==> config.mk <==
export PLATFORM = sky130hd
export DESIGN_NAME = uart_rx
export DESIGN_NICKNAME = d
export VERILOG_FILES = /design/src/rtl/uart_rx.sv
export SDC_FILE = /design/constraint.sdc
export NUM_CORES = 1
export LEC_CHECK = 0
export BUFFER_PORTS_ARGS = -buffer_cell sky130_fd_sc_hd__buf_2
export CORE_MARGIN = 5
export CORE_UTILIZATION = 25
export DETAILED_ROUTE_END_ITERATION = 10
export PLACE_DENSITY = 0.53
export SLEW_MARGIN = 5
export SYNTH_ARGS = -nofsm -noshare
export SYNTH_HDL_FRONTEND = slang
export SYNTH_SLANG_ARGS = --single-unit
==> constraint.sdc <==
create_clock -name clk_i -period 2.1 [get_ports clk_i]
set_input_delay 0.21 -clock clk_i [delete_from_list [all_inputs] [get_ports clk_i]]
set_output_delay 0.21 -clock clk_i [all_outputs]
set_load 0.05 [all_outputs]
==> src/rtl/uart_rx.sv <==
// UART receiver: synchronized line, mid-bit sampling FSM, 5-8 data bits, optional even parity,
// one or two stop bits, single-word holding register with ready/valid handshake and overrun pulse.
module uart_rx #(
  parameter int SYNC_STAGES = 2
) (
  input  logic        clk_i,
  input  logic        rst_i,
  input  logic        rx_i,
  input  logic        cfg_en_i,
  input  logic [15:0] cfg_div_i,
  input  logic        cfg_parity_en_i,
  input  logic [1:0]  cfg_bits_i,
  input  logic        cfg_stop_bits_i,
  output logic [7:0]  rx_data_o,
  output logic        rx_valid_o,
  input  logic        rx_ready_i,
  output logic        parity_err_o,
  output logic        frame_err_o,
  output logic        overrun_o,
  output logic        busy_o
);

  typedef enum logic [2:0] {IDLE, START, DATA, PARITY, STOP} state_t;
  state_t state, state_nxt;

  logic [SYNC_STAGES-1:0] sync_q, flush_q;
  logic rxs, rxs_d, armed, start_edge;

  // armed only after the synchronizer has flushed and the real line was seen high,
  // so a line held low through reset never looks like a start edge
  always_ff @(posedge clk_i or posedge rst_i) begin
    if (rst_i) begin
      sync_q  <= '1;
      flush_q <= '0;
      rxs_d   <= 1'b1;
      armed   <= 1'b0;
    end else begin
      sync_q  <= {sync_q[SYNC_STAGES-2:0], rx_i};
      flush_q <= {flush_q[SYNC_STAGES-2:0], 1'b1};
      rxs_d   <= rxs;
      if (flush_q[SYNC_STAGES-1] && rxs) armed <= 1'b1;
    end
  end

  assign rxs        = sync_q[SYNC_STAGES-1];
  assign start_edge = armed & rxs_d & ~rxs & cfg_en_i;

  logic [15:0] div_eff, div_q, cnt;
  logic        tick, last;
  logic [2:0]  bit_idx, nbits_q;
  logic        par_en_q, stop2_q, stop_idx;
  logic [7:0]  shreg;
  logic        par_acc, perr, ferr, done;

  assign div_eff = (cfg_div_i < 16'd2) ? 16'd2 : cfg_div_i;
  assign tick    = (cnt == 16'd1);
  assign busy_o  = (state != IDLE);

  always_ff @(posedge clk_i or posedge rst_i) begin
    if (rst_i) state <= IDLE;
    else       state <= state_nxt;
  end

  always_comb begin
    state_nxt = state;
    last      = 1'b0;
    if (!cfg_en_i) begin
      state_nxt = IDLE;
    end else begin
      case (state)
        IDLE:    if (start_edge) state_nxt = START;
        START:   if (tick) state_nxt = rxs ? IDLE : DATA;
        DATA:    if (tick && bit_idx == nbits_q) state_nxt = par_en_q ? PARITY : STOP;
        PARITY:  if (tick) state_nxt = STOP;
        STOP:    if (tick && (stop_idx || !stop2_q)) begin
                   state_nxt = IDLE;
                   last      = 1'b1;
                 end
        default: state_nxt = IDLE;
      endcase
    end
  end

  // bit timing and frame assembly; cfg is latched at the start edge only
  always_ff @(posedge clk_i or posedge rst_i) begin
    if (rst_i) begin
      cnt      <= '0;
      div_q    <= 16'd2;
      nbits_q  <= '0;
      par_en_q <= 1'b0;
      stop2_q  <= 1'b0;
      bit_idx  <= '0;
      stop_idx <= 1'b0;
      shreg    <= '0;
      par_acc  <= 1'b0;
      perr     <= 1'b0;
      ferr     <= 1'b0;
      done     <= 1'b0;
    end else begin
      done <= last;
      if (state == IDLE) begin
        if (start_edge) begin
          div_q    <= div_eff;
          cnt      <= div_eff >> 1;
          nbits_q  <= {1'b1, cfg_bits_i};
          par_en_q <= cfg_parity_en_i;
          stop2_q  <= cfg_stop_bits_i;
          bit_idx  <= '0;
          stop_idx <= 1'b0;
          shreg    <= '0;
          par_acc  <= 1'b0;
          perr     <= 1'b0;
          ferr     <= 1'b0;
        end
      end else if (tick) begin
        cnt <= div_q;
        case (state)
          DATA: begin
            shreg[bit_idx] <= rxs;
            par_acc        <= par_acc ^ rxs;
            bit_idx        <= bit_idx + 3'd1;
          end
          PARITY: perr <= rxs ^ par_acc;
          STOP: begin
            if (!rxs) ferr <= 1'b1;
            stop_idx <= 1'b1;
          end
          default: ;
        endcase
      end else begin
        cnt <= cnt - 16'd1;
      end
    end
  end

  // holding register: a completed frame loads when the slot is free or being accepted now
  always_ff @(posedge clk_i or posedge rst_i) begin
    if (rst_i) begin
      rx_data_o    <= '0;
      rx_valid_o   <= 1'b0;
      parity_err_o <= 1'b0;
      frame_err_o  <= 1'b0;
      overrun_o    <= 1'b0;
    end else begin
      overrun_o <= 1'b0;
      if (rx_valid_o && rx_ready_i) rx_valid_o <= 1'b0;
      if (done) begin
        if (!rx_valid_o || rx_ready_i) begin
          rx_data_o    <= shreg;
          parity_err_o <= perr;
          frame_err_o  <= ferr;
          rx_valid_o   <= 1'b1;
        end else begin
          overrun_o <= 1'b1;
        end
      end
    end
  end

endmodule

# Word level (Yosys, flattened, before mapping)
# Cells that the tools add are included.
[word_totals]
register_bits = 74
output_inout_bits = 13
word_cells = 113
[op_classes]
addsub = 2
magnitude_cmp = 3
n_eq_ne = 13
n_mux = 46
bitwise = 5
reduce_logical = 22
[op_table]
columns = ["cell", "count"]
rows = [
  ["16-bit two-way mux", 4],
  ["3-bit two-way mux", 11],
  ["8-bit two-way mux", 4],
  ["1-bit two-way mux", 23],
  ["16-bit by 1-bit equality test with 1-bit output (second input constant)", 1],
  ["16-bit by 2-bit less-than comparator with 1-bit output (second input constant)", 1],
  ["16-bit by 1-bit subtractor with 16-bit output (second input constant)", 1],
  ["3-bit != test (second input constant)", 5],
  ["3-bit one-hot mux with 5 select lines", 1],
  ["3-bit AND reduction", 3],
  ["8-bit bitwise mux", 1],
  ["2-bit nonzero test", 4],
  ["3-bit by 2-bit equality test with 1-bit output (second input constant)", 2],
  ["1-bit logical AND", 5],
  ["5-bit AND reduction", 1],
  ["3-bit by 4-bit less-than comparator with 1-bit output (second input constant)", 1],
  ["2-bit AND reduction", 2],
  ["4-bit AND reduction", 1],
  ["3-bit by 1-bit adder with 3-bit output (second input constant)", 1],
  ["1-bit bitwise AND", 3],
  ["1-bit demux with 3-bit select", 1],
  ["3-bit by 1-bit equality test with 1-bit output (second input constant)", 1],
  ["3-bit equality test", 1],
  ["3-bit equality test (second input constant)", 1],
  ["other kinds (10)", 12],
]

# Depth between registers and ports, before layout
# Gate-level depths: netlist (run 1).
[logic_depth]
ltp_word = 8
depth_mapped = 8
depth_no_buf = 7

# Least setup slack after synthesis (run 1)
# No wires, ideal clock.
[synth_path]
kind = "flip-flop to flip-flop"
from = "register state[0]"
to = "register cnt[6]"
arrival_time_ns = 1.818
required_time_ns = 2.004
path_slack_ns = 0.186
stages_incl_launch_ff = 7
path_cell_list = "dfrtp_1 > clkbuf_1 > nor3_2 > inv_1 > clkbuf_1 > o21ai_0 > o22ai_1"
[synth_via]
elab_chain_len = 2
elab_cells_between_ends = 3
classes_between = "eq/ne: 1; mux: 1; reduce/logical: 1"
[synth_lines]
columns = ["element", "line", "rtl"]
rows = [
  ["start: declaration", "24", "state_t state, state_nxt;"],
  ["start signal: assignment", "61", "else state <= state_nxt;"],
  ["3-bit zero test *", "101", "if (state == IDLE) begin"],
  ["2-bit != test (no source line) / 16-bit two-way mux (equally long branches)", "-", ""],
  ["end signal: assignment", "104", "cnt <= div_eff >> 1;"],
  ["end signal: assignment", "116", "cnt <= div_q;"],
  ["end signal: assignment", "131", "cnt <= cnt - 16'd1;"],
  ["end: declaration", "48", "logic [15:0] div_eff, div_q, cnt;"],
]
# Mark *: on every way between the ends. The rest lies on a longest branch, timed or not.
# A chain may end at the register's enable or synchronous reset.

# Worst setup path in the final report (run 1)
[layout_path]
from = "register cnt[9]"
to = "register cnt[11]"
[layout_via]
elab_chain_len = 3
elab_cells_between_ends = 4
classes_between = "add/sub: 1; eq/ne: 1; mux: 2"
[layout_lines]
columns = ["element", "line", "rtl"]
rows = [
  ["16-bit by 1-bit subtractor with 16-bit output / 16-bit by 1-bit equality test with 1-bit output (equally long branches)", "131, 56", ""],
  ["16-bit two-way mux *", "115", "end else if (tick) begin"],
  ["16-bit two-way mux *", "101", ""],
]
# Marks and branches as above.

==> results of run 1 <==
## per-stage QoR
step                setup WS [ns]  total power [mW]
CTS                       0.00544              4.70
finish                     0.0928              4.68
global placement            0.103              3.01
detailed placement         0.0217              3.04
global route              0.00855              4.96
floorplan                  0.0150              2.73
## flip-flops by register name, summed over array words and instances, names as in the netlist
register and flops:
stop2_q 1, bit_idx 3, rx_valid_o 1, parity_err_o 1, stop_idx 1, rxs_d 1, div_q 16, cnt 16
flush_q 2, frame_err_o 1, ferr 1, nbits_q 3, overrun_o 1, armed 1, shreg 8, sync_q 2
par_acc 1, rx_data_o 8, state 3, done 1, perr 1, par_en_q 1
## what timing repair did
| item | CTS | global route |
|---|---|---|
| resized for setup | 0 | 5 |
| setup endpoints to repair | 0 | 15 |
| hold endpoints to repair | 71 | 0 |
| hold buffers | 2 | 0 |
| buffers inserted | 0 | 1 |
## cells by family (layout without fill, tap and decap cells)
group                      after synthesis  count (layout)  synth area share (%)
AOI/OAI and AO/OA                       54              54                  9.58
xor gates and xnor gates                13              13                  3.08
adders and majority gates                3               3                  1.02
buffers and inverters                   35              89                  4.13
DFF                                     74              74                  50.3
muxes                                   22              22                  6.30
other                                    1               1                 0.101
and+or+nand+nor                        192             192                  25.5
## placed cells by master (no fill, tap or decap), drive strengths merged, types with 4 or more instances in the layout
master	count
a211oi	5
a21oi	10
and3	4
buf	58
clkbuf	11
dfrtp	70
dfstp	4
inv	13
mux2	10
mux2i	12
nand2	94
nand3	15
nand4	12
nor2	26
nor3	15
nor4	10
o21ai	16
xnor2	10
## critical path, cell delays in order (launching register included)
cell and delay, ns:
dfrtp_1 0.44, or4_4 0.61, nor3_4 0.24, nand4b_4 0.25, nor3_1 0.25, a211oi_1 0.08
## layout make-up
cell class                      instances  area (sq um)  share of cell area (%)
Sequential cell                        74          1860                    41.0
Timing Repair Buffer                   60           375                    8.28
Tap cell                              184           230                    5.08
Clock inverter                          5          81.3                    1.79
Clock buffer                           11           233                    5.14
Inverter                               13          48.8                    1.08
Multi-Input combinational cell        285          1710                    37.7
## worst min path at each step
stage / cells past startpoint / endpoint / startpoint
final: 3 / nbits_q[0] / cfg_bits_i[0]
after global placement: 3 / nbits_q[0] / rst_i
after CTS: 3 / nbits_q[1] / cfg_bits_i[1]
after global routing: 3 / nbits_q[0] / cfg_bits_i[0]
after floorplan: 0 / sync_q[0] / rx_i
after detailed placement: 1 / sync_q[0] / rx_i
## layer usage
| layer | up-vias | track usage (%) |
|---|---|---|
| met4 | 0 | 4.46 |
| li1 | 1475 | - |
| met5 | - | 0 |
| met2 | 68 | 17.4 |
| met1 | 1437 | 14.8 |
| met3 | 21 | 3.02 |
## power by group through the flow
stage / registers, mW / logic (mW) / clock network (mW)
finish: 1.96 / 1.08 / 1.65
global route: 2.00 / 1.22 / 1.74
CTS: 1.95 / 1.07 / 1.68
detailed placement: 1.97 / 1.07 / 0
global placement: 1.96 / 1.05 / 0
floorplan: 1.87 / 0.857 / 0
==> metrics, run 1 <==
worst vdd ir 0.000392 V; combinational power share 23.0%; Post-DP Area 0.00417 sq mm; number of global-route vias before repair 3151; initial antenna violation count 0; CP required 2.29 ns; clk_skew 0.00717 ns; via count 3001; Hold Vio Cnt, Final 0; post-layout util 31.2%; Synth Area per Inst 9.38 sq um; die outline height 132 microns; reg-to-reg setup timing slack 0.09 ns; final hold slack 0.0638 ns; arrival time worst endpoint 2.20 ns; Clock Tree Buf Depth 2; Clock Tree Root clkbuf_16; most common cell in the netlist nand2_1; PortBufs 37; Slew headroom 66.7%; RSZ-0062 raised after global routing false; Fillers 1539; Initial Util 25.4%; clk_lat worst skew 0.34 ns; count of state elements after synthesis 74; Finished Layout Cells 632; sw power 1.50 mW; DRC violations left 0; Synth Flop Type dfrtp_1; DRT Pass-1 Iters 4; crit-path max FO 9; placed cell count 613; Core Area 0.0145 sq mm; worst setup path class reg -> reg; most common library cells after synthesis nand2_1 (94), dfrtp_1 (70), nor2_1 (25), nand3_1 (15); Top Layer Used met4; Final min period 2.01 ns; power density cells 1030 mW/mm^2; post-route setup TNS 0 ns; ys async rst share 100%; Synth area leader dfrtp_1; Hold Path Class in -> reg; worst-case reg-to-reg path depth 5; met3 wire len 405 microns; met1 wire length 4360 microns; final worst path period share 95.6%; Net Count, Synth 422; synth unique cells 54; Net Sw Frac 32.0%; measured slew at the worst slew-check pin 0.494 ns; Final Cell Area 0.00453 sq mm; crit end category flop; first-pass GRT wire length 15900 microns; met2 wire length 4230 microns; Total GRT Usage 11.2%; part of the power in registers 41.8%; Max Clk Rate 498 MHz; Syn Inst Count 394; dpl hpwl 6580 microns; Cell Rows 44; Worst Setup Start Kind flop; clock tree from TritonCTS done; Setup crit end cnt[11]; final WL 9220 microns; largest net degree at the start of global routing 75; mean routed wirelength per cell 14.6 microns; area of the mapped netlist 0.00369 sq mm; Layout area overhead 22.7%; I/O pins 38; max-slew violations 0; GRT Residual Overflow 0; setup violators final 0; share of cells above drive strength 1 23.2%; number of CTS-inserted buffers 9; Clk pwr share 35.2%; status complete, no violations; clock-pin transition on the worst setup and hold timing paths 0.06 ns; die area 0.0173 sq mm; initial DRC count 165; Worst R2R End cnt[11]; largest cells by area after synthesis dfrtp_1 (47%), nand2_1 (9.5%), mux2i_1 (3.3%); Antenna diodes 0; Critical Path Source cnt[9]; internal power 3.18 mW; Max H-tree Level 3; Num Clock Sinks 74; MaxCap Viol Count 0; FF-to-FF Start cnt[9]; number of synthesis warnings 0; Static Leak 2.12 nW; Die Wd 132 microns; register area share after synthesis 50.3%; vias per std cell 4.75; Final #Nets 471; GPL Wtd Cong 0.847; EDFF count, synth 0; top cell type's share of synthesized area 47.4%; Final ANT Viol Nets 0
(Power assumes the default switching activity.)
==> run 2: changes to the inputs <==
--- a/config.mk
+++ b/config.mk
@@ -9,6 +9,7 @@
 export CORE_MARGIN = 5
 export CORE_UTILIZATION = 25
 export DETAILED_ROUTE_END_ITERATION = 10
+export GPL_TIMING_DRIVEN = 0
 export PLACE_DENSITY = 0.53
 export SLEW_MARGIN = 5
 export SYNTH_ARGS = -nofsm -noshare
==> constraint.sdc (replaced) <==
create_clock -name clk_i -period 2.1 [get_ports clk_i]
set_input_delay 0 -clock clk_i [delete_from_list [all_inputs] [get_ports clk_i]]
set_output_delay 0 -clock clk_i [all_outputs]
set_load 0.05 [all_outputs]
==> run 2 against run 1 <==
- wire length increased by 7.2%
- design area increased by 5.8%
- critical path depth unchanged
- sequential share of layout area decreased by 2.2 points
- global-route usage rose by 0.44 points
- maximum frequency decreased by 0.47%
- largest cell class unchanged
- flip-flop and latch count is the same
- critical endpoint is now busy_o
- cell count up 4.7%
- critical path type is now reg -> out
- core utilization rose by 1.8 points
- count of clock-buffer cells in the layout unchanged
- setup slack got worse by 0.0095 ns
- sequential power hardly changed
==> metrics, run 2 (synthesized netlist as in run 1, its figures left out) <==
setup violators final 0 (unchanged); final WL 9890 microns (+7.2%); Clock Tree Buf Depth 2 (unchanged); critical path's slowest cell clkbuf_1; clk_skew 0.00885 ns (+0.00168 ns); Worst R2R End cnt[4]; met2 wire length 4670 microns (+10%); Max Clk Rate 496 MHz (-0.47%); number of global-route vias before repair 3159 (+0.25%); Die Wd 132 microns (unchanged); RSZ-0062 raised after global routing true; measured slew at the worst slew-check pin 0.504 ns (+0.00971 ns); DRC violations left 0 (unchanged); crit-path leading delay family buffers and inverters; PortBufs 37 (unchanged); dpl hpwl 6950 microns (+5.6%); CP required 2.10 ns (-0.19 ns); number of CTS-inserted buffers 9 (unchanged); max-slew violations 0 (unchanged); status complete, no violations; Initial Util 25.4% (unchanged); vias per std cell 4.78 (+0.65%); share of cells above drive strength 1 22.8% (-0.41 points); most frequent cells in the layout nand2_1 (93), dfrtp_1 (69), buf_2 (43), dlygate4sd3_1 (24), nor2_1 (23); Total GRT Usage 11.6% (+0.44 points); Final #Nets 501 (+6.4%); Antenna diodes 0 (unchanged); die area 0.0173 sq mm (unchanged); CP Buf/Inv Count 4 (+4); Core Area 0.0145 sq mm (unchanged); clock tree from TritonCTS done; via count 3164 (+5.4%); Worst Setup Start Kind flop; power density cells 981 mW/mm^2 (-5.0%); initial antenna violation count 1 (+1); final worst path period share 96.0% (+0.45 points); worst-case reg-to-reg path depth 5 (unchanged); mean routed wirelength per cell 14.9 microns (+2.3%); Largest regs cnt: 16 flops, div_q: 16 flops; Clock Tree Root clkbuf_16; Layout area overhead 29.8%; GPL Wtd Cong 0.867 (+2.4%); crit-path max FO 10 (+1); crit end category output port; arrival time worst endpoint 2.02 ns (-0.18 ns); Top Layer Used met5; largest net degree at the start of global routing 45 (-40%); die outline height 132 microns (unchanged); Hold Path Class in -> async; met3 wire len 468 microns (+16%); GRT Residual Overflow 0 (unchanged); Hold Vio Cnt, Final 0 (unchanged); initial DRC count 197 (+19%); clk_lat worst skew 0.34 ns (about the same); DRT Pass-1 Iters 5 (+1); Final ANT Viol Nets 0 (unchanged); Max H-tree Level 3 (unchanged); pre-CTS WS -0.196 ns (-0.218 ns); clock-pin transition on the worst setup and hold timing paths 0.06 ns (about the same); I/O pins 38 (unchanged); FF-to-FF Start cnt[9]; final setup margin 0.0833 ns (-0.00954 ns); first-pass GRT wire length 16400 microns (+3.0%); Num Clock Sinks 74 (unchanged); worst vdd ir 0.000404 V (+3.2%); overall power 4.70 mW (+0.54%); reg-to-reg setup timing slack 0.13 ns (+0.04 ns); post-route setup TNS 0 ns (unchanged); crit-path max cell delay 0.37 ns (-0.24 ns); final hold slack 0.216 ns (+0.153 ns); Final min period 2.02 ns (+0.00954 ns); leading cell type in the layout, fill and taps excluded nand2_1; MaxCap Viol Count 0 (unchanged); Static Leak 2.21 nW (+4.5%); Slew headroom 66.4% (-0.34 points); Cell Chain, Critical Path clkbuf_1 > nor3_4 > inv_1 > clkbuf_2 > buf_2; worst setup path class reg -> out; Cell Rows 44 (unchanged); met1 wire length 4500 microns (+3.1%)
run 2: cell types whose count changed in the layout (fill, tap and decap cells not counted), moves of 2 or more:
| cell | delta |
|---|---|
| nor4_1 | -2 |
| dlygate4sd3_1 | +22 |
| clkbuf_1 | +8 |
| buf_2 | +6 |
| clkbuf_8 | +2 |
| nor4_2 | +2 |
| buf_4 | -10 |
run 2: repair_timing:
item	4_1_cts	5_1_grt
gates resized for setup	6	9
endpoints found under the setup margin	36	34
hold buffers	24	0
setup buffers	5	2
endpoints found under the hold margin	60	0
pin swaps	2	2
run 2: how the worst max path moves through the flow:
stage / end / from / slack, ns / depth (start not counted)
after floorplan: cnt[6] / state[0] / 0.19 / 6
after CTS: perr / cnt[1] / 0.05 / 7
final: busy_o / state[2] / 0.08 / 5
after global routing: bit_idx[2] / cnt[1] / -0.02 / 9
after detailed placement: shreg[1] / cnt[1] / -0.20 / 7
after global placement: overrun_o / rst_i / -0.82 / 2
run 2: cell type report:
type	count	area, sq um
Fill cell	1534	9740
Sequential cell	74	1860
Multi-Input combinational cell	285	1730
Timing Repair Buffer	69	505
Clock buffer	11	253
Tap cell	184	230
Buffer	21	106
Clock inverter	5	60.1
Inverter	13	51.3
run 2: where the power goes:
part	switching [mW]	leakage, nW	internal (mW)
registers	0.258	0.948	1.68
clock network	0.612	0.152	0.988
logic	0.669	1.11	0.499
run 2: layer usage:
metal	GRT usage (%)	up-vias
met5	0	-
met4	5.37	2
met3	2.68	16
met2	18.5	77
met1	15.0	1536
li1	-	1533
run 2: tightest hold or removal path, stage by stage:
cell and delay, ns:
dlygate4sd3_1 0.53, buf_2 0.13, inv_4 0.31
run 2: stage by stage:
stage               instances  cell area (sq um)  utilization [%]
finish                    662               4800             33.0
floorplan                 394               3690                -
detailed placement        616               4140             28.5
CTS                       660               4740             32.6
global placement          615               4110             28.3
global route              662               4800             33.0
==> run 3: changes to the inputs <==
--- a/config.mk
+++ b/config.mk
@@ -9,7 +9,6 @@
 export CORE_MARGIN = 5
 export CORE_UTILIZATION = 25
 export DETAILED_ROUTE_END_ITERATION = 10
-export GPL_TIMING_DRIVEN = 0
 export PLACE_DENSITY = 0.53
 export SLEW_MARGIN = 5
 export SYNTH_ARGS = -nofsm -noshare
==> constraint.sdc (replaced) <==
create_clock -name clk_i -period 2.1 [get_ports clk_i]
set_input_delay 0 -clock clk_i [delete_from_list [all_inputs] [get_ports clk_i]]
set_output_delay 0 -clock clk_i [all_outputs]
set_load 0.005 [all_outputs]
==> run 3 against run 2 <==
- critical path depth is the same
- register-to-register slack worse by 0.02 ns
- power is 1.8% higher
- global-route usage is 0.33 points lower
- clock power grew 7%
- combinational power down 6%
==> metrics, run 3 (synthesized netlist as in run 1, its figures left out) <==
clock-pin transition on the worst setup and hold timing paths 0.06 ns (about the same); overall power 4.79 mW (+1.8%); DRT Pass-1 Iters 4 (-1); Layout area overhead 29.2%; clock tree from TritonCTS done; most frequent cells in the layout nand2_1 (94), dfrtp_1 (70), buf_2 (37), nor2_1 (24), dlygate4sd3_1 (24); crit end category flop; Clock Tree Root clkbuf_16; Clock Tree Buf Depth 2 (unchanged); max-slew violations 0 (unchanged); dpl hpwl 6580 microns (-5.4%); crit-path max FO 9 (-1); pre-CTS WS 0.0620 ns (+0.258 ns); GPL Wtd Cong 0.844 (-2.6%); Worst Setup Start Kind flop; Antenna diodes 0 (unchanged); final worst path period share 94.9% (-1.1 points); Final min period 1.99 ns (-0.0239 ns); Initial Util 25.4% (unchanged); number of global-route vias before repair 3139 (-0.63%); Hold Path Class in -> async; worst setup path class reg -> reg; setup violators final 0 (unchanged); worst-case reg-to-reg path depth 5 (unchanged); PortBufs 37 (unchanged); worst vdd ir 0.000420 V (+3.7%); initial antenna violation count 0 (-1); MaxCap Viol Count 0 (unchanged); status complete, no violations; die area 0.0173 sq mm (unchanged); via count 3084 (-2.5%); number of CTS-inserted buffers 9 (unchanged); CP required 2.37 ns (+0.27 ns); clk_lat worst skew 0.34 ns (about the same); Core Area 0.0145 sq mm (unchanged); mean routed wirelength per cell 14.4 microns (-3.8%); Num Clock Sinks 74 (unchanged); RSZ-0062 raised after global routing true; Final ANT Viol Nets 0 (unchanged); Static Leak 2.22 nW (+0.22%); Total GRT Usage 11.3% (-0.33 points); leading cell type in the layout, fill and taps excluded nand2_1; final hold slack 0.287 ns (+0.0707 ns); DRC violations left 0 (unchanged); Final #Nets 492 (-1.8%); Max Clk Rate 502 MHz (+1.2%); arrival time worst endpoint 2.26 ns (+0.24 ns); clk_skew 0.00660 ns (-0.00225 ns); Cell Rows 44 (unchanged); Largest regs cnt: 16 flops, div_q: 16 flops; post-layout util 32.8% (-0.15 points); Hold Vio Cnt, Final 0 (unchanged); initial DRC count 205 (+4.1%); first-pass GRT wire length 16000 microns (-1.9%); final WL 9380 microns (-5.1%); power density cells 1000 mW/mm^2 (+2.2%); largest net degree at the start of global routing 75 (+67%); Die Wd 132 microns (unchanged); share of cells above drive strength 1 22.4% (-0.42 points); I/O pins 38 (unchanged); final setup margin 0.107 ns (+0.0239 ns); Max H-tree Level 3 (unchanged); GRT Residual Overflow 0 (unchanged); die outline height 132 microns (unchanged); vias per std cell 4.72 (-1.2%)
-- run 3: what timing repair did --
| item | in CTS | in global routing |
|---|---|---|
| gates resized for setup | 0 | 5 |
| buffers inserted | 0 | 1 |
| endpoints found under the setup margin | 0 | 15 |
| hold endpoints to repair | 102 | 0 |
| hold buffers | 24 | 0 |
-- run 3: final timing paths --
kind	start	to	slack (ns)
setup / recovery	cnt[9]	cnt[4]	0.11
hold / removal	rst_i	nbits_q[1]	0.29
hold reg to reg	flush_q[0]	flush_q[1]	0.35
setup reg to reg	cnt[9]	cnt[4]	0.11
min in group clk_i	rx_i	sync_q[0]	0.31
max in group asynchronous	rst_i	div_q[1]	1.44
-- run 3: routing by layer --
metal / GRT usage [%] / wire, microns / vias up / share of wire, %
met4: 4.86 / 257 / 0 / 2.7
met3: 3.17 / 509 / 20 / 5.4
met5: 0 / 0 / - / 0
met2: 17.1 / 4230 / 84 / 45
li1: - / - / 1518 / -
met1: 15.1 / 4380 / 1462 / 47
-- run 3: worst max-delay path, cell delays in order (launching register included) --
cell and delay (ns):
dfrtp_1 0.44, or4_4 0.61, nor3_4 0.22, nand4b_4 0.24, a211o_1 0.34, o21ai_2 0.06
-- run 3: layout make-up --
type / instances / area (sq um)
Clock buffer: 11 / 253
Clock inverter: 5 / 85.1
Fill cell: 1513 / 9760
Inverter: 13 / 48.8
Multi-Input combinational cell: 285 / 1710
Sequential cell: 74 / 1860
Tap cell: 184 / 230
Timing Repair Buffer: 81 / 588
-- run 3: power breakdown --
group / internal, mW / total, mW / switching, mW
sequential: 1.68 / 1.97 / 0.295
clock: 1.11 / 1.72 / 0.605
combinational: 0.487 / 1.10 / 0.613
-- run 3: through the flow --
stage / TNS [ns] / std cells / area (sq um)
global placement: 0 / 612 / 4160
finish: 0 / 653 / 4770
detailed placement: 0 / 612 / 4160
floorplan: 0 / 394 / 3690
global route: -0.0106 / 653 / 4770
CTS: 0 / 652 / 4740
